File: config.mk
export PLATFORM = sky130hd
export DESIGN_NAME = rp_gamepad_rx
export DESIGN_NICKNAME = d
export VERILOG_FILES = /design/src/rtl/keks_pkg.sv /design/src/rtl/sync_ff2.sv /design/src/rtl/rp_gamepad_rx.sv
export SDC_FILE = /design/constraint.sdc
export NUM_CORES = 1
export LEC_CHECK = 0
export BUFFER_PORTS_ARGS = -buffer_cell sky130_fd_sc_hd__buf_2
export CAP_MARGIN = 10
export CORE_ASPECT_RATIO = 0.9
export CORE_MARGIN = 2
export CORE_UTILIZATION = 40
export DETAILED_ROUTE_END_ITERATION = 10
export SLEW_MARGIN = 15
export SYNTH_ARGS = -nofsm -noshare
export SYNTH_HDL_FRONTEND = slang
export SYNTH_SLANG_ARGS = --single-unit
export TNS_END_PERCENT = 1
File: constraint.sdc
create_clock -name clk_100mhz -period 2.75 [get_ports clk_100mhz]
set_clock_uncertainty 0.1 [all_clocks]
set_input_delay 0.1375 -clock clk_100mhz [delete_from_list [all_inputs] [get_ports clk_100mhz]]
set_output_delay 0.1375 -clock clk_100mhz [all_outputs]
set_load 0.01 [all_outputs]
File: src/rtl/keks_pkg.sv
// Shared constants and types for the Keks gamepad receive path.
package keks_pkg;

  localparam int GP_FRAME_BITS = 120;

  localparam logic [7:0] GP_DIR_UP = 8'h01;
  localparam logic [7:0] GP_DIR_DN = 8'h05;

  typedef enum logic [1:0] {
    S_IDLE,
    S_SHIFT,
    S_GAP,
    S_ERR
  } rx_state_t;

endpackage

File: src/rtl/sync_ff2.sv
// Two-flop synchronizer for one asynchronous input bit.
module sync_ff2 (
  input  logic clk_100mhz,
  input  logic resetn,
  input  logic d,
  output logic q
);

  logic meta;

  always_ff @(posedge clk_100mhz) begin
    if (!resetn) begin
      meta <= 1'b0;
      q    <= 1'b0;
    end else begin
      meta <= d;
      q    <= meta;
    end
  end

endmodule

File: src/rtl/rp_gamepad_rx.sv
// RP2040 gamepad link receiver: oversamples sclk/mosi, frames fixed-length
// words delimited by idle gaps, publishes the last good frame and decodes it.
module rp_gamepad_rx
  import keks_pkg::*;
#(
  parameter int         FRAME_BITS   = GP_FRAME_BITS,
  parameter int         IDLE_CYCLES  = 2000,
  parameter int         STALE_CYCLES = 10_000_000,
  parameter int         DIR_LSB      = 64,
  parameter int         BTN_LSB      = 56,
  parameter logic [7:0] UP_CODE      = GP_DIR_UP,
  parameter logic [7:0] DN_CODE      = GP_DIR_DN
) (
  input  logic                  clk_100mhz,
  input  logic                  resetn,
  input  logic                  sclk,
  input  logic                  mosi,
  output logic [FRAME_BITS-1:0] ldata,
  output logic                  frame_stb,
  output logic                  frame_tgl,
  output logic [7:0]            dir,
  output logic [7:0]            btns,
  output logic                  btn_up,
  output logic                  btn_dn,
  output logic                  btn_fire,
  output logic                  link_ok,
  output logic [7:0]            err_cnt
);

  localparam int IW = $clog2(IDLE_CYCLES + 1);
  localparam int SW = $clog2(STALE_CYCLES + 1);
  localparam int BW = $clog2(FRAME_BITS + 1);

  logic                  sclk_s, mosi_s, sclk_q;
  logic                  rise;
  logic [FRAME_BITS-1:0] shreg;
  logic [BW-1:0]         bitcnt;
  logic [IW-1:0]         idlecnt;
  logic [SW-1:0]         stale_cnt;
  logic                  idle_full;
  rx_state_t             state, state_nxt;
  logic                  do_shift, do_commit, do_err;

  sync_ff2 u_sync_sclk (.clk_100mhz(clk_100mhz), .resetn(resetn), .d(sclk), .q(sclk_s));
  sync_ff2 u_sync_mosi (.clk_100mhz(clk_100mhz), .resetn(resetn), .d(mosi), .q(mosi_s));

  assign rise      = sclk_s & ~sclk_q;
  assign idle_full = (idlecnt == IW'(IDLE_CYCLES));

  // A rise always takes priority over a gap that completes on the same clock.
  always_comb begin
    state_nxt = state;
    do_shift  = 1'b0;
    do_commit = 1'b0;
    do_err    = 1'b0;
    case (state)
      S_IDLE: begin
        if (rise) begin
          do_shift  = 1'b1;
          state_nxt = S_SHIFT;
        end
      end
      S_SHIFT: begin
        if (rise) begin
          do_shift = 1'b1;
          if (bitcnt == BW'(FRAME_BITS - 1)) state_nxt = S_GAP;
        end else if (idle_full) begin
          do_err    = 1'b1;
          state_nxt = S_IDLE;
        end
      end
      S_GAP: begin
        if (rise) begin
          state_nxt = S_ERR;
        end else if (idle_full) begin
          do_commit = 1'b1;
          state_nxt = S_IDLE;
        end
      end
      S_ERR: begin
        if (!rise && idle_full) begin
          do_err    = 1'b1;
          state_nxt = S_IDLE;
        end
      end
      default: state_nxt = S_IDLE;
    endcase
  end

  always_ff @(posedge clk_100mhz) begin
    if (!resetn) begin
      state     <= S_IDLE;
      sclk_q    <= 1'b0;
      shreg     <= '0;
      bitcnt    <= '0;
      idlecnt   <= '0;
      stale_cnt <= '0;
      ldata     <= '0;
      frame_stb <= 1'b0;
      frame_tgl <= 1'b0;
      dir       <= '0;
      btns      <= '0;
      btn_up    <= 1'b0;
      btn_dn    <= 1'b0;
      btn_fire  <= 1'b0;
      link_ok   <= 1'b0;
      err_cnt   <= '0;
    end else begin
      state     <= state_nxt;
      sclk_q    <= sclk_s;
      frame_stb <= 1'b0;

      if (rise) idlecnt <= '0;
      else if (!idle_full) idlecnt <= idlecnt + 1'b1;

      // Expiry is written first so a coincident commit overrides it below.
      if (stale_cnt != SW'(STALE_CYCLES)) stale_cnt <= stale_cnt + 1'b1;
      if (stale_cnt == SW'(STALE_CYCLES - 1)) begin
        link_ok  <= 1'b0;
        btn_up   <= 1'b0;
        btn_dn   <= 1'b0;
        btn_fire <= 1'b0;
      end

      if (do_shift) begin
        shreg  <= {shreg[FRAME_BITS-2:0], mosi_s};
        bitcnt <= bitcnt + 1'b1;
      end

      if (do_err) begin
        bitcnt <= '0;
        if (err_cnt != '1) err_cnt <= err_cnt + 1'b1;
      end

      if (do_commit) begin
        ldata     <= shreg;
        frame_stb <= 1'b1;
        frame_tgl <= ~frame_tgl;
        stale_cnt <= '0;
        link_ok   <= 1'b1;
        bitcnt    <= '0;
        dir       <= shreg[DIR_LSB+:8];
        btns      <= shreg[BTN_LSB+:8];
        btn_up    <= (shreg[DIR_LSB+:8] == UP_CODE);
        btn_dn    <= (shreg[DIR_LSB+:8] == DN_CODE);
        btn_fire  <= |shreg[BTN_LSB+:4];
      end
    end
  end

endmodule

==> metrics.txt <==
cell row count 59; vias 10,105; initial DRC count 757; total CTS buffers 34; Worst-Margin Slew 781 ps; hold_buf cts 2; syn_nets 1,447; wire length per cell 14.9 um; CP arrival 2450 ps; clock sink count 303; Crit. End Element flop; largest net degree at the start of global routing 94; Seq cells post-synth 303; clock tree buffer depth 3; count of cell types in the netlist 46; max_cap viols 0; fin. max-slew vios 0; metal2 WL 12.5 mm; gr ovfl total 0; first-pass GRT wire length 47.2 mm; initial antenna violation count 1; Fmax 459 MHz; Startpoint Class flop; Via-to-Cell Ratio 5.32; share of layout cells above drive strength 1 14.9%; slowest stage delay, CP 470 ps; Setup Buffers After CTS 0; # IOs 154; HP Class primary input to flop; final core occ 47.3%; Power Dens Cells 648 nW/um2; final wirelength 28.4 mm; crit share post-route 79.2%; core area 28,800 um2; top layer in use met4; # setup viols final 0; worst vdd ir 0.370 mV; Buf+Inv Stages, Crit Path 1; hpwl dp 16.5 mm; Final Hold Viols 0; YS warnings 0; crit-path cells nor3b_1 > nand3_4 > buf_4 > o21ai_0 > a21oi_1; status complete, no violations; RSZ-0062 raised after global routing no; post-CTS sizing 0; clk root buf clkbuf_16; cell count after placement 1,838; Die X 184 um; GRT Resource Usage Total 18.3%; fin cells 1,900; critical path peak fanout 51; Avg Inst Size Synth 8.12 um2; Post-synth EDFFs 0; Die Y 166 um; diode count 0; Critical Path RT 3020 ps; Initial Utilization 40.5%; synthesized instance count 1,437; CP top delay family simple AND/OR/NAND/NOR gates; IO Port Bufs 153; FFs w/ async S/R, synth 0%; CTS tree done; nets 1,520; WS Path Type flop to flop; crit path time final 2180 ps; worst relative slew slack 47.7%; slowest library cell on the worst path nor3b_1; Lkg Pwr 4.80 nW; clk slew on worst S/H paths 60 ps; Met3 Wirelength 1.35 mm; Synth-to-Final Area Change 16.8%; RePlAce Congestion 0.786; register area share after synthesis 52.0%; htree depth 2; Fin Setup TNS 0 ps; number of global-route vias before repair 9,276; Post-Route M1 WL 14.1 mm; ys flop type dfxtp_1; later-pin clock latency in the skew report 500 ps; die area 30,600 um2; drt drc 0; Cell Area, Synth 11,700 um2; post-route ant nets 0; DRT Pass-1 Iters 5
## layer usage
metal  vias to the layer above  track usage, %
li1                       5088               -
met1                      4762            26.2
met2                       221            28.6
met3                        34            2.94
met4                         0            4.94
met5                         -               0
## cell type report
cell class              count  area, um2
fillers                  2867      15200
inverters                   8       37.5
clock buffers              51        986
flip-flops and latches    303       6070
clock inverters             9       51.3
repair buffers            173       1030
well taps                 366        458
multi-input cells         990       5000
## metrics by stage
stage | cell area (um2) | hold WS [ps] | power (mW) | setup WS [ps]
after floorplan | 11700 | 165 | 4.64 | 853
after global placement | 12600 | 285 | 4.69 | 625
after detailed placement | 12600 | 277 | 4.69 | 563
after CTS | 13600 | 82.3 | 8.94 | 548
after global routing | 13600 | 137 | 9.16 | 319
final | 13600 | 89.3 | 8.83 | 571
## synthesized netlist by cell type, types with 3 or more instances
cell type | instances | share of area, %
o31ai_1 | 8 | 0.51
xor2_1 | 8 | 0.60
or3_1 | 7 | 0.38
xnor2_1 | 16 | 1.2
ha_1 | 6 | 0.64
dfxtp_1 | 303 | 52
nor3_1 | 13 | 0.56
nor2_1 | 30 | 0.96
nor3b_1 | 3 | 0.19
nor4_1 | 10 | 0.54
inv_1 | 8 | 0.26
and2_1 | 6 | 0.32
a21oi_1 | 260 | 11
clkbuf_1 | 103 | 3.3
nand2b_1 | 9 | 0.48
or4_1 | 8 | 0.51
nand4_1 | 15 | 0.80
buf_1 | 3 | 0.096
and4_1 | 5 | 0.38
mux2i_1 | 7 | 0.60
buf_2 | 7 | 0.30
buf_4 | 22 | 1.4
nand2_1 | 277 | 8.9
o21ai_0 | 128 | 5.5
nand3_1 | 139 | 6.0
nor4b_1 | 8 | 0.60
and3_1 | 4 | 0.21
## final timing paths
check                           slack, ps             start  cells past startpoint             to
worst min register to register        340  u_sync_sclk.meta                      1  u_sync_sclk.q
worst max register to register        570        idlecnt[4]                      5     ldata[113]
worst max-delay path                  570        idlecnt[4]                      5     ldata[113]
worst min-delay path                   90            resetn                      3     err_cnt[5]
## flip-flops by register name, summed over array words and instances (netlist names), 2 cells and up
register / cells
stale_cnt: 24
shreg: 120
bitcnt: 7
state: 2
err_cnt: 8
ldata: 120
idlecnt: 11
## power breakdown
group	switching, mW	internal, mW
clock	1.75	2.48
sequential	0.0129	4.40
combinational	0.140	0.0385
## placed cells by master, fill, tap and decap left out, drive strengths merged, types with 6 or more instances in the layout
| master | n |
|---|---|
| a21oi | 260 |
| and2 | 6 |
| buf | 171 |
| clkbuf | 51 |
| clkinv | 7 |
| dfxtp | 303 |
| ha | 6 |
| inv | 9 |
| mux2i | 7 |
| nand2 | 277 |
| nand2b | 9 |
| nand3 | 140 |
| nand4 | 15 |
| nor2 | 30 |
| nor3 | 14 |
| nor4 | 10 |
| nor4b | 8 |
| o21ai | 130 |
| o31ai | 8 |
| or3 | 7 |
| or4 | 8 |
| xnor2 | 16 |
| xor2 | 8 |
## worst min-delay path, delay by kind of cell
kind / cells / cell delay (ps)
buf+inv: 1 / 300
simple gates: 1 / 140
mux: 1 / 50
## cells by family after synthesis
kind of cell | count (synthesis) | synth area share (%)
adders and majority gates | 6 | 0.643
DFF | 303 | 52.0
and+or+nand+nor | 548 | 21.8
buffers and inverters | 144 | 5.42
xor gates and xnor gates | 24 | 1.80
muxes | 7 | 0.600
AOI/OAI and AO/OA | 405 | 17.7
Note: power is estimated with default switching activity, not from simulation.
